File: src/rtl/valu_pkg.sv
`default_nettype none
// ============================================================================
//  Module      : valu_pkg
//  Description : Shared types for the vector-ALU command sequencer:
//                sequencer state encoding, the 3-bit ALU op-select encodings
//                shared with ALU_VECTORIAL, and the pass-count helper.
//  Revision    : 1.0  initial release
// ============================================================================
package valu_pkg;

    // Sequencer states
    typedef enum logic [1:0] {
        ST_IDLE  = 2'd0,
        ST_ISSUE = 2'd1,
        ST_WAIT  = 2'd2,
        ST_DONE  = 2'd3
    } state_t;

    // Op-select encodings understood by the ALU lanes. The sequencer passes
    // the select through untouched, so unlisted codes are still forwarded.
    typedef enum logic [2:0] {
        OP_ADD = 3'd0,
        OP_SUB = 3'd1,
        OP_AND = 3'd2,
        OP_OR  = 3'd3,
        OP_XOR = 3'd4,
        OP_MUL = 3'd5
    } alu_op_t;

    // Number of lane passes needed to cover n_elem elements with n_alu lanes.
    function automatic int passes(input int n_elem, input int n_alu);
        return (n_elem + n_alu - 1) / n_alu;
    endfunction

endpackage
`default_nettype wire

File: src/rtl/valu_sequencer.sv
`default_nettype none
// ============================================================================
//  Module      : valu_sequencer
//  Description : Command-side sequencer for the vector ALU array. Accepts one
//                N_ELEM-element vector operation, issues it to N_ALU lanes in
//                ceil(N_ELEM/N_ALU) passes, waits ALU_LAT cycles per pass,
//                and returns the assembled 2*WIDTH-bit results.
//  Revision    : 1.0  initial release
//
//  Ports
//    clk, rst              clock; synchronous active-low reset
//    cmd_valid/cmd_ready   command handshake (ready only when idle)
//    cmd_select            ALU op, forwarded unmodified to alu_select
//    cmd_a, cmd_b          operand vectors, element k at [k*WIDTH +: WIDTH]
//    res_valid/res_ready   result handshake
//    res_data              results, element k at [k*2*WIDTH +: 2*WIDTH]
//    alu_a, alu_b          lane operands (registered)
//    alu_select            lane op (registered)
//    alu_enable            per-lane enable, high only during an issue cycle
//    alu_data_out          lane results, lane i at [i*2*WIDTH +: 2*WIDTH]
//    busy                  high whenever not idle
// ============================================================================
module valu_sequencer
    import valu_pkg::*;
#(
    parameter int WIDTH   = 4,
    parameter int N_ALU   = 1,
    parameter int N_ELEM  = 4,
    parameter int ALU_LAT = 1
) (
    input  logic                        clk,
    input  logic                        rst,
    input  logic                        cmd_valid,
    output logic                        cmd_ready,
    input  logic [2:0]                  cmd_select,
    input  logic [WIDTH*N_ELEM-1:0]     cmd_a,
    input  logic [WIDTH*N_ELEM-1:0]     cmd_b,
    output logic                        res_valid,
    input  logic                        res_ready,
    output logic [2*WIDTH*N_ELEM-1:0]   res_data,
    output logic [WIDTH*N_ALU-1:0]      alu_a,
    output logic [WIDTH*N_ALU-1:0]      alu_b,
    output logic [2:0]                  alu_select,
    output logic [N_ALU-1:0]            alu_enable,
    input  logic [2*WIDTH*N_ALU-1:0]    alu_data_out,
    output logic                        busy
);

    localparam int c_P  = passes(N_ELEM, N_ALU);
    localparam int c_PW = (c_P > 1) ? $clog2(c_P) : 1;
    localparam int c_CW = (ALU_LAT > 1) ? $clog2(ALU_LAT) : 1;

    localparam logic [c_PW-1:0] c_LAST_PASS = c_PW'(c_P - 1);
    localparam logic [c_CW-1:0] c_LAT_M1    = c_CW'(ALU_LAT - 1);

    state_t                     r_state;
    logic [WIDTH*N_ELEM-1:0]    r_a;
    logic [WIDTH*N_ELEM-1:0]    r_b;
    logic [c_PW-1:0]            r_pass;
    logic [c_CW-1:0]            r_cnt;

    logic [c_PW-1:0]            w_issue_pass;
    logic [WIDTH*N_ELEM-1:0]    w_src_a;
    logic [WIDTH*N_ELEM-1:0]    w_src_b;
    logic [WIDTH*N_ALU-1:0]     w_lane_a;
    logic [WIDTH*N_ALU-1:0]     w_lane_b;
    logic [N_ALU-1:0]           w_lane_en;
    logic [N_ALU-1:0]           w_cap_en;

    assign cmd_ready = (r_state == ST_IDLE);
    assign busy      = (r_state != ST_IDLE);

    // Lane operands for the next issue cycle. Leaving IDLE the operands come
    // straight from the command port (the latch happens on the same edge);
    // later passes read the latched copy. Lanes past N_ELEM stay at zero.
    always_comb begin
        w_issue_pass = (r_state == ST_IDLE) ? '0 : r_pass + 1'b1;
        w_src_a      = (r_state == ST_IDLE) ? cmd_a : r_a;
        w_src_b      = (r_state == ST_IDLE) ? cmd_b : r_b;
        w_lane_a     = '0;
        w_lane_b     = '0;
        w_lane_en    = '0;
        w_cap_en     = '0;
        for (int i = 0; i < N_ALU; i++) begin
            if (int'(w_issue_pass) * N_ALU + i < N_ELEM) begin
                w_lane_en[i]                = 1'b1;
                w_lane_a[i*WIDTH +: WIDTH]  = w_src_a[(int'(w_issue_pass) * N_ALU + i) * WIDTH +: WIDTH];
                w_lane_b[i*WIDTH +: WIDTH]  = w_src_b[(int'(w_issue_pass) * N_ALU + i) * WIDTH +: WIDTH];
            end
            // Lanes of the current pass that map onto a real element slot
            if (int'(r_pass) * N_ALU + i < N_ELEM) begin
                w_cap_en[i] = 1'b1;
            end
        end
    end

    always_ff @(posedge clk) begin
        if (!rst) begin
            r_state    <= ST_IDLE;
            r_a        <= '0;
            r_b        <= '0;
            r_pass     <= '0;
            r_cnt      <= '0;
            res_valid  <= 1'b0;
            res_data   <= '0;
            alu_a      <= '0;
            alu_b      <= '0;
            alu_select <= OP_ADD;
            alu_enable <= '0;
        end else begin
            case (r_state)
                ST_IDLE: begin
                    if (cmd_valid) begin
                        r_a        <= cmd_a;
                        r_b        <= cmd_b;
                        alu_select <= cmd_select;
                        r_pass     <= '0;
                        alu_a      <= w_lane_a;
                        alu_b      <= w_lane_b;
                        alu_enable <= w_lane_en;
                        r_state    <= ST_ISSUE;
                    end
                end

                ST_ISSUE: begin
                    alu_enable <= '0;
                    r_cnt      <= c_LAT_M1;
                    r_state    <= ST_WAIT;
                end

                ST_WAIT: begin
                    if (r_cnt == '0) begin
                        for (int i = 0; i < N_ALU; i++) begin
                            if (w_cap_en[i]) begin
                                res_data[(int'(r_pass) * N_ALU + i) * 2 * WIDTH +: 2 * WIDTH]
                                    <= alu_data_out[i*2*WIDTH +: 2*WIDTH];
                            end
                        end
                        if (r_pass == c_LAST_PASS) begin
                            res_valid <= 1'b1;
                            r_state   <= ST_DONE;
                        end else begin
                            // Next issue is loaded here so the operands are
                            // already registered in the ISSUE cycle.
                            r_pass     <= w_issue_pass;
                            alu_a      <= w_lane_a;
                            alu_b      <= w_lane_b;
                            alu_enable <= w_lane_en;
                            r_state    <= ST_ISSUE;
                        end
                    end else begin
                        r_cnt <= r_cnt - 1'b1;
                    end
                end

                ST_DONE: begin
                    if (res_ready) begin
                        res_valid <= 1'b0;
                        r_state   <= ST_IDLE;
                    end
                end

                default: begin
                    r_state <= ST_IDLE;
                end
            endcase
        end
    end

endmodule
`default_nettype wire

File: config.mk
export PLATFORM = sky130hd
export DESIGN_NAME = valu_sequencer
export DESIGN_NICKNAME = d
export VERILOG_FILES = /design/src/rtl/valu_pkg.sv /design/src/rtl/valu_sequencer.sv
export SDC_FILE = /design/constraint.sdc
export NUM_CORES = 1
export LEC_CHECK = 0
export ABC_CLOCK_PERIOD_IN_PS = 4600
export BUFFER_PORTS_ARGS = -buffer_cell sky130_fd_sc_hd__buf_4
export CORE_ASPECT_RATIO = 0.5
export CORE_MARGIN = 1.5
export CORE_UTILIZATION = 30
export CTS_CLUSTER_DIAMETER = 200
export CTS_CLUSTER_SIZE = 8
export DETAILED_ROUTE_END_ITERATION = 7
export GPL_TIMING_DRIVEN = 1
export HOLD_SLACK_MARGIN = 0.03
export PLACE_DENSITY_LB_ADDON = 0.25
export SLEW_MARGIN = 20
export SYNTH_ARGS = -nofsm -noshare
export SYNTH_HDL_FRONTEND = slang
export SYNTH_SLANG_ARGS = --single-unit
File: constraint.sdc
create_clock -name clk -period 4.6 [get_ports clk]
set_input_delay 0.23 -clock clk [delete_from_list [all_inputs] [get_ports clk]]
set_output_delay 0.23 -clock clk [all_outputs]
set_load 0.01 [all_outputs]
==> results of run 1 <==
## synthesized netlist by cell type, types with 5 or more instances
cell	number
a21boi_0	34
ha_1	5
dfxtp_1	81
buf_6	5
buf_2	6
nand2_1	76
clkbuf_1	8
nor2b_1	38
mux2_2	8
a22oi_1	33
o22ai_1	7
a21oi_1	12
a22o_1	8
and2_1	6
mux2i_1	8
## flip-flops by register name, summed over array words and instances (netlist names)
signal / cells
alu_a: 4
alu_b: 4
alu_enable: 1
alu_select: 3
r_a: 16
r_b: 16
r_pass: 2
r_state: 2
res_data: 32
res_valid: 1
## cell type report
| type | count | area, um^2 | share of cell area |
|---|---|---|---|
| clock inverter | 5 | 102.6 | 0.02236 |
| multi-input combinational | 261 | 1709 | 0.3724 |
| clock buffer | 11 | 242.7 | 0.05289 |
| tap | 145 | 181.4 | 0.03953 |
| sequential | 81 | 1622 | 0.3533 |
| inverter | 3 | 11.26 | 0.002454 |
| timing repair buffer | 96 | 720.7 | 0.1570 |
## worst max-delay path by stage
stage,cells past startpoint,from,slack [ns],to
after floorplan,5,r_pass[0]$_SDFFE_PN0P_,2.67,alu_a[2]$_SDFFE_PN0P_
after CTS,6,r_pass[0]$_SDFFE_PN0P_,2.03,res_data[17]$_SDFFE_PN0P_
final,6,r_pass[0]$_SDFFE_PN0P_,2.07,res_data[17]$_SDFFE_PN0P_
after global placement,6,r_pass[0]$_SDFFE_PN0P_,2.15,res_data[7]$_SDFFE_PN0P_
after global routing,6,r_pass[0]$_SDFFE_PN0P_,1.85,res_data[20]$_SDFFE_PN0P_
after detailed placement,6,r_pass[0]$_SDFFE_PN0P_,2.07,res_data[17]$_SDFFE_PN0P_
## logic make-up after synthesis
group / Yosys count / share of synthesized area
simple gates: 137 / 0.2098
compound gates: 103 / 0.2134
mux: 16 / 0.04878
flops: 81 / 0.4649
fa+ha+maj: 5 / 0.01793
buf+inv: 27 / 0.04519
## per-layer routing
| metal | share of wire | vias to the layer above | GRT usage |
|---|---|---|---|
| met5 | 0 | - | 0 |
| met4 | 0.0082 | 0 | 0.04000 |
| met2 | 0.44 | 58 | 0.2353 |
| li1 | - | 1450 | - |
| met3 | 0.041 | 6 | 0.04585 |
| met1 | 0.51 | 1313 | 0.2028 |
## worst max-delay path: stages (launching register included)
cell      delay, ns
dfxtp_1        0.60
inv_1          0.30
ha_1           0.57
nand2b_1       0.23
nor4_4         0.48
a22oi_1        0.14
nor2b_1        0.15
## metrics by stage
step                      worst slack [ns]  std cells  total power [mW]  hold slack, ns  area (um^2)
after global routing                 1.850        602             1.848          0.1404         4589
after floorplan                      2.670        369            0.8804          0.3648         3488
final                                2.069        602             1.766          0.1568         4589
after detailed placement             2.072        586            0.9602          0.4435         4244
after global placement               2.148        586            0.9593          0.4440         4244
after CTS                            2.027        602             1.792          0.1431         4589
## power groups by stage
stage	sequential (mW)	combinational, mW	clock [mW]
6_report	0.754	0.187	0.825
5_1_grt	0.758	0.207	0.883
4_1_cts	0.755	0.190	0.847
3_5_place_dp	0.770	0.190	0
3_3_place_gp	0.770	0.189	0
2_1_floorplan	0.767	0.113	0
==> flow_summary_export.csv, run 1 <==
group,metric,value,unit
clock_network,clk_pin_slew_worst_paths,0.06,ns
timing,worst_clock_skew,0.006558,ns
clock_network,clock-sinks,81,
final_layout,utilization,0.4117,
job,drv_cap,0,
clock_network,clockBufferDepth,2,
timing,rsz0062_at_grt,"no",
power_and_ir_drop,intPower,1.370,mW
timing,setup-tns-final,0,ns
drt,routed_wirelength,8.983,mm
grt,grt_use_total,0.1510,
final_layout,final_cell_mix,"96 x buf_4, 81 x dfxtp_1, 76 x nand2_1",
timing,finalHoldViolations,0,
timing,min_period,2.532,ns
grt,grt_pass1_vias,2713,
final_layout,num-nets-final,504,
grt,grt_overflow_total,0,
power_and_ir_drop,comb_power_share,0.106,
final_layout,fillers,1135,
place,port_buffers,93,
power_and_ir_drop,p_switching,396.1,uW
critical_path,rrSetupSlack,2.07,ns
timing,setup_viol,0,
place,place_congestion,0.7336,
power_and_ir_drop,swShare,0.2243,
logic_synthesis,synth_top_area_cell,"dfxtp_1",
timing,worstMarginPinSlew,0.7156,ns
final_layout,final_common_cell,"buf_4",
logic_synthesis,async_flop_share,0,
power_and_ir_drop,powerDensity,384.8,mW/mm^2
logic_synthesis,ys_seq_area_frac,0.4648,
final_layout,diodes,0,
logic_synthesis,ys_top_cells_by_area,"dfxtp_1 46%, nand2_1 8.2%, a21boi_0 7.3%",
drt,drc,0,
clock_network,htree_levels,3,
die,rows,27,
power_and_ir_drop,clkPwrFrac,0.467,
power_and_ir_drop,vdd_drop_max,0.1418,mV
clock_network,ctsResizeCount,0,
die,io_pins,94,
critical_path,crit_path_start_kind,"register",
logic_synthesis,yosysTopAreaCellShare,0.4648,
die,start_util,0.3129,
timing,max_freq,0.3950,GHz
die,core,0.01115,mm^2
logic_synthesis,ys_seq_elements,81,
grt,grt_pass1_wl,14.34,mm
critical_path,worstSetupPathType,"reg2reg",
final_layout,drive_gt1_frac,0.2801,
critical_path,cp.required,4.86,ns
logic_synthesis,synth_area,0.003488,mm^2
logic_synthesis,synthCells,369,
power_and_ir_drop,p_seq_frac,0.427,
logic_synthesis,synth_edf_count,0,
die,die_area,0.01232,mm^2
timing,slew_viol_final,0,
critical_path,r2r_cells,6,
die,die-height,79.25,um
clock_network,cts_setup_buffers,0,
critical_path,worstReg2RegEnd,"res_data[17]$_SDFFE_PN0P_",
logic_synthesis,syn_area_per_cell,9.454,um^2
worst_hold_path,min_path_type,"in2reg",
drt,ant_nets,0,
drt,route.vias.total,2827,
grt,antenna_found_initial,0,
clock_network,cts_root_buffer,"clkbuf_16",
clock_network,cts_hold_buf,0,
drt,avgRoutedWirePerCell,14.92,um
critical_path,end_kind,"register",
worst_hold_path,min_from,"cmd_select[0]",
critical_path,crit_arrival,2.79,ns
clock_network,insertion_delay,0.33,ns
logic_synthesis,synthesis.nets,421,
grt,grt_max_degree,76,
final_layout,syn_to_final_growth,31.56,%
run_status,status,"completed",
die,die_w,155.5,um
logic_synthesis,ys_types,35,
drt,drt_iter0_markers,169,
worst_hold_path,whs_path_depth,3,
logic_synthesis,synth-main-ff-cell,"dfxtp_1",
timing,fin_crit_sh,0.5503,
drt,avgViaCountPerCell,4.696,
logic_synthesis,ys_warn_count,0,
place,hpwl,6.056,mm
critical_path,worst-path-max-fanout,10,
power_and_ir_drop,p_leak,1.806,nW
worst_hold_path,min_to,"alu_select[0]$_SDFFE_PN0P_",
clock_network,cts_buffers,9,
critical_path,r2r_start,"r_pass[0]$_SDFFE_PN0P_",
clock_network,cts_tree,"yes",
timing,slew_headroom,0.5220,
drt,first_pass_iters,4,
(Power assumes the default switching activity.)
==> inputs of run 2 (changes only) <==
--- a/config.mk
+++ b/config.mk
@@ -5,7 +5,7 @@
 export SDC_FILE = /design/constraint.sdc
 export NUM_CORES = 1
 export LEC_CHECK = 0
-export ABC_CLOCK_PERIOD_IN_PS = 4600
+export ABC_CLOCK_PERIOD_IN_PS = 2200
 export BUFFER_PORTS_ARGS = -buffer_cell sky130_fd_sc_hd__buf_4
 export CORE_ASPECT_RATIO = 0.5
 export CORE_MARGIN = 1.5
==> constraint.sdc (replaced) <==
create_clock -name clk -period 2.2 [get_ports clk]
set_input_delay 0.11 -clock clk [delete_from_list [all_inputs] [get_ports clk]]
set_output_delay 0.11 -clock clk [all_outputs]
set_load 0.01 [all_outputs]
==> run 2 against run 1 <==
Combinational power up 140%. Global-route usage up 0.089 points. Clock skew up 0.0023 ns.
==> flow_summary_export.csv, run 2 (synthesis gave the netlist of run 1 again) <==
group,metric,value,unit
die,start_util,0.3129,
power_and_ir_drop,swShare,0.2454,
drt,first_pass_iters,4,
worst_hold_path,min_from,"cmd_a[7]",
critical_path,cp.required,2.43,ns
power_and_ir_drop,p_leak,1.915,nW
die,die_area,0.01232,mm^2
grt,grt_pass1_wl,14.31,mm
final_layout,final_area,0.004817,mm^2
timing,setup-tns-final,0,ns
critical_path,r2r_cells,5,
die,core,0.01115,mm^2
critical_path,crit_arrival,2.05,ns
die,die-height,79.25,um
critical_path,worst-path-max-fanout,8,
final_layout,reg_top3,"res_data x32, r_a x16, r_b x16",
clock_network,htree_levels,3,
critical_path,worstSetupPathType,"reg2reg",
worst_hold_path,min_to,"r_a[7]$_SDFFE_PN0P_",
place,place_congestion,0.7162,
final_layout,drive_gt1_frac,0.2889,
final_layout,final_common_cell,"buf_4",
clock_network,clk_pin_slew_worst_paths,0.06,ns
drt,routed_wirelength,9.160,mm
final_layout,largest_register,"res_data",
job,drv_cap,0,
clock_network,clockBufferDepth,2,
clock_network,cts_tree,"yes",
critical_path,critPathTopFamily,"compound AO/OA/AOI/OAI gates",
timing,rsz0062_at_grt,"no",
final_layout,num-nets-final,535,
final_layout,diodes,0,
grt,grt_overflow_total,0,
critical_path,worstReg2RegEnd,"alu_a[2]$_SDFFE_PN0P_",
clock_network,cts_setup_buffers,0,
timing,finalHoldViolations,0,
critical_path,rrSetupSlack,0.38,ns
critical_path,r2r_start,"r_pass[1]$_SDFFE_PN0P_",
drt,avgViaCountPerCell,4.709,
timing,max_freq,0.5498,GHz
power_and_ir_drop,total_power,3.501,mW
clock_network,cts_buffers,9,
final_layout,largest_reg_flops,32,
clock_network,ctsResizeCount,0,
timing,worstMarginPinSlew,0.6367,ns
place,port_buffers,93,
die,die_w,155.5,um
final_layout,syn_to_final_growth,38.09,%
power_and_ir_drop,vdd_drop_max,0.3229,mV
final_layout,final-instance-count-excl-fill,633,
place,post_dp_cell_area,0.004342,mm^2
drt,avgRoutedWirePerCell,14.47,um
grt,grt_max_degree,74,
worst_hold_path,min_path_type,"in2reg",
final_layout,final_cell_mix,"109 x buf_4, 81 x dfxtp_1, 76 x nand2_1",
worst_hold_path,whs_path_depth,3,
timing,setup_viol,0,
place,hpwl,6.302,mm
timing,fin_crit_sh,0.8268,
place,placed_cells,599,
critical_path,crit_path_start_kind,"register",
power_and_ir_drop,powerDensity,726.8,mW/mm^2
die,io_pins,94,
power_and_ir_drop,comb_power_share,0.126,
timing,worst_clock_skew,0.008843,ns
drt,route.vias.total,2981,
drt,drc,0,
drt,drt_iter0_markers,164,
power_and_ir_drop,intPower,2.642,mW
critical_path,worstPathCellList,"inv_1, ha_1, o21bai_2, a211o_1, a32o_1",
critical_path,crit_slowest_cell,"dfxtp_1",
critical_path,max_stage_delay,0.40,ns
clock_network,clock-sinks,81,
drt,ant_nets,0,
grt,grt_use_total,0.1519,
timing,min_period,1.819,ns
power_and_ir_drop,clkPwrFrac,0.425,
clock_network,insertion_delay,0.34,ns
grt,grt_pass1_vias,2670,
clock_network,cts_root_buffer,"clkbuf_16",
timing,slew_headroom,0.5755,
power_and_ir_drop,p_switching,859.2,uW
run_status,status,"completed",
die,rows,27,
power_and_ir_drop,p_seq_frac,0.448,
grt,antenna_found_initial,0,
critical_path,end_kind,"register",
timing,slew_viol_final,0,
critical_path,worst-path-buf-inv,1,
## run 2: routing by layer
layer / vias up / GRT usage / part of all wire
li1: 1517 / - / -
met1: 1392 / 0.2127 / 0.51
met2: 64 / 0.2219 / 0.43
met3: 8 / 0.04694 / 0.049
met4: 0 / 0.04571 / 0.011
met5: - / 0 / 0
## run 2: final cells by class
type / count / area (um^2)
Fill cell: 1113 / 6331
Multi-Input combinational cell: 261 / 1709
Sequential cell: 81 / 1622
Timing Repair Buffer: 127 / 998.5
Clock buffer: 10 / 229.0
Tap cell: 145 / 181.4
Clock inverter: 6 / 66.31
Inverter: 3 / 11.26
## run 2: power groups by stage
stage               combinational, mW  sequential (mW)  clock, mW
floorplan                       0.237             1.60          0
CTS                             0.446             1.57       1.53
finish                          0.442             1.57       1.49
global placement                0.419             1.60          0
global route                    0.489             1.58       1.60
detailed placement              0.419             1.60          0
## run 2: worst max path at each step
stage	startpoint	to	slack (ns)	cells past startpoint
3_5_place_dp	r_pass[1]$_SDFFE_PN0P_	alu_a[2]$_SDFFE_PN0P_	0.39	5
4_1_cts	r_pass[1]$_SDFFE_PN0P_	alu_a[2]$_SDFFE_PN0P_	0.37	5
3_3_place_gp	r_pass[1]$_SDFFE_PN0P_	alu_a[2]$_SDFFE_PN0P_	0.41	5
2_1_floorplan	r_pass[0]$_SDFFE_PN0P_	alu_a[2]$_SDFFE_PN0P_	0.27	5
6_report	r_pass[1]$_SDFFE_PN0P_	alu_a[2]$_SDFFE_PN0P_	0.38	5
5_1_grt	r_pass[1]$_SDFFE_PN0P_	res_data[21]$_SDFFE_PN0P_	0.22	7
## run 2: what timing repair did
action                                  in CTS  in global routing
hold buffers                                18                  0
endpoints found under the hold margin       18                  0
endpoints found under the setup margin       0                  0
## run 2: through the flow
step	util	setup WS, ns	hold WS [ns]
floorplan	-	0.2701	0.2448
global placement	0.3895	0.4079	0.3757
detailed placement	0.3895	0.3865	0.3802
CTS	0.4321	0.3708	0.03117
global route	0.4321	0.2180	0.03159
finish	0.4321	0.3810	0.03719
## run 2: worst register-to-register path, delay by kind of cell (launching register included)
family	cells	cell delay, ns
buf+inv	1	0.10
compound gates	3	0.88
flops	1	0.40
fa+ha+maj	1	0.34
==> inputs of run 3 (changes only) <==
--- a/config.mk
+++ b/config.mk
@@ -5,7 +5,7 @@
 export SDC_FILE = /design/constraint.sdc
 export NUM_CORES = 1
 export LEC_CHECK = 0
-export ABC_CLOCK_PERIOD_IN_PS = 2200
+export ABC_CLOCK_PERIOD_IN_PS = 1900
 export BUFFER_PORTS_ARGS = -buffer_cell sky130_fd_sc_hd__buf_4
 export CORE_ASPECT_RATIO = 0.5
 export CORE_MARGIN = 1.5
==> constraint.sdc (replaced) <==
create_clock -name clk -period 1.9 [get_ports clk]
set_input_delay 0.095 -clock clk [delete_from_list [all_inputs] [get_ports clk]]
set_output_delay 0.095 -clock clk [all_outputs]
set_load 0.01 [all_outputs]
==> run 3 against run 2 <==
Non-clock buffer count up 16. Via count down 0.13%. Fmax up 4.5%. Final cell count up 2.5%. Worst setup slack worse by 0.22 ns. Largest cell class unchanged.
==> flow_summary_export.csv, run 3 (synthesis gave the netlist of run 1 again) <==
group,metric,value,unit
run_status,status,"completed",
drt,avgViaCountPerCell,4.587,
power_and_ir_drop,p_leak,1.996,nW
final_layout,final_cell_mix,"110 x buf_4, 81 x dfxtp_1, 76 x nand2_1",
critical_path,worst-path-max-fanout,8,
timing,min_period,1.740,ns
critical_path,max_stage_delay,0.39,ns
clock_network,insertion_delay,0.34,ns
clock_network,htree_levels,3,
die,die_w,155.5,um
clock_network,ctsResizeCount,0,
clock_network,clk_pin_slew_worst_paths,0.06,ns
timing,setup-tns-final,0,ns
clock_network,clockBufferDepth,2,
final_layout,diodes,0,
clock_network,cts_buffers,9,
grt,grt_overflow_total,0,
timing,worstMarginPinSlew,0.6282,ns
grt,antenna_found_initial,0,
power_and_ir_drop,vdd_drop_max,0.3811,mV
grt,grt_pass1_vias,2784,
clock_network,cts_root_buffer,"clkbuf_16",
final_layout,fillers,1130,
final_layout,drive_gt1_frac,0.2897,
drt,drc,0,
timing,fin_ws,0.1602,ns
critical_path,crit_path_start_kind,"register",
worst_hold_path,whs_path_depth,3,
critical_path,end_kind,"register",
die,start_util,0.3129,
die,rows,27,
timing,fin_crit_sh,0.9157,
clock_network,clock-sinks,81,
place,place_congestion,0.7525,
drt,first_pass_iters,5,
final_layout,final_area,0.005006,mm^2
grt,grt_pass1_wl,14.58,mm
timing,rsz0062_at_grt,"no",
final_layout,reg_top3,"res_data x32, r_a x16, r_b x16",
die,die_area,0.01232,mm^2
critical_path,worstPathCellList,"inv_1, ha_2, o21bai_2, a211o_1, a32o_1",
place,hpwl,6.261,mm
critical_path,crit_arrival,1.97,ns
drt,routed_wirelength,9.159,mm
final_layout,largest_reg_flops,32,
drt,route.vias.total,2977,
drt,ant_nets,0,
grt,grt_max_degree,74,
timing,setup_viol,0,
final_layout,num-nets-final,551,
timing,worst_clock_skew,0.007787,ns
clock_network,cts_tree,"yes",
timing,finalHoldViolations,0,
timing,max_freq,0.5748,GHz
drt,avgRoutedWirePerCell,14.11,um
die,core,0.01115,mm^2
die,die-height,79.25,um
timing,slew_viol_final,0,
die,io_pins,94,
final_layout,final_common_cell,"buf_4",
critical_path,cp.depth,5,
critical_path,critPathTopFamily,"compound AO/OA/AOI/OAI gates",
critical_path,worstSetupPathType,"reg2reg",
power_and_ir_drop,powerDensity,820.1,mW/mm^2
worst_hold_path,min_path_type,"in2reg",
final_layout,largest_register,"res_data",
critical_path,worst-path-buf-inv,1,
final_layout,syn_to_final_growth,43.51,%
timing,slew_headroom,0.5803,
job,drv_cap,0,
drt,drt_iter0_markers,157,
critical_path,crit_slowest_cell,"dfxtp_1",
place,post_dp_cell_area,0.004392,mm^2
grt,grt_use_total,0.1539,
critical_path,cp.required,2.13,ns
place,place_worst_setup_slack,0.1538,ns
critical_path,r2r_cells,5,
place,port_buffers,93,
-- run 3: per-stage QoR --
step,utilization,total power [mW],std cells,hold slack (ns)
finish,0.4490,4.105,649,0.03235
global route,0.4490,4.304,649,0.03010
CTS,0.4490,4.154,649,0.03281
detailed placement,0.3939,2.352,602,0.3682
global placement,0.3939,2.345,602,0.3630
floorplan,-,2.132,369,0.2298
-- run 3: routing by layer --
layer / part of all wire / track usage / vias to the layer above
met3: 0.062 / 0.06114 / 8
met4: 0.0063 / 0.02952 / 0
met2: 0.45 / 0.2411 / 76
li1: - / - / 1544
met5: 0 / 0 / -
met1: 0.48 / 0.2009 / 1349
-- run 3: area by class of cell --
type / instances / area (um^2) / area share
multi-input cells: 261 / 1712 / 0.3419
flip-flops and latches: 81 / 1622 / 0.3239
repair buffers: 143 / 1176 / 0.2349
clock buffers: 9 / 225.2 / 0.04499
well taps: 145 / 181.4 / 0.03624
clock inverters: 7 / 78.83 / 0.01575
inverters: 3 / 11.26 / 0.002249
-- run 3: repair_timing --
| item | in CTS | in global routing |
|---|---|---|
| hold endpoints to repair | 31 | 0 |
| setup buffers | 0 | 0 |
| hold buffers | 31 | 0 |
-- run 3: power by group --
part           internal (mW)  total [mW]  switching, mW
sequential              1.77        1.82         0.0456
clock                   1.03        1.75          0.724
combinational          0.289       0.537          0.247
total                   3.09        4.11           1.02
-- run 3: worst paths after layout --
check                    startpoint                    end  slack, ns
max          r_pass[1]$_SDFFE_PN0P_  alu_a[2]$_SDFFE_PN0P_       0.16
min                        cmd_a[2]    r_a[2]$_SDFFE_PN0P_       0.03
max reg2reg  r_pass[1]$_SDFFE_PN0P_  alu_a[2]$_SDFFE_PN0P_       0.16
min reg2reg     r_a[0]$_SDFFE_PN0P_    r_a[0]$_SDFFE_PN0P_       0.45
-- run 3: worst min-delay path: cells and delay by family --
kind	cells	cell delay, ns
and+or+nand+nor	1	0.05
buffers and inverters	1	0.12
AOI/OAI and AO/OA	1	0.06
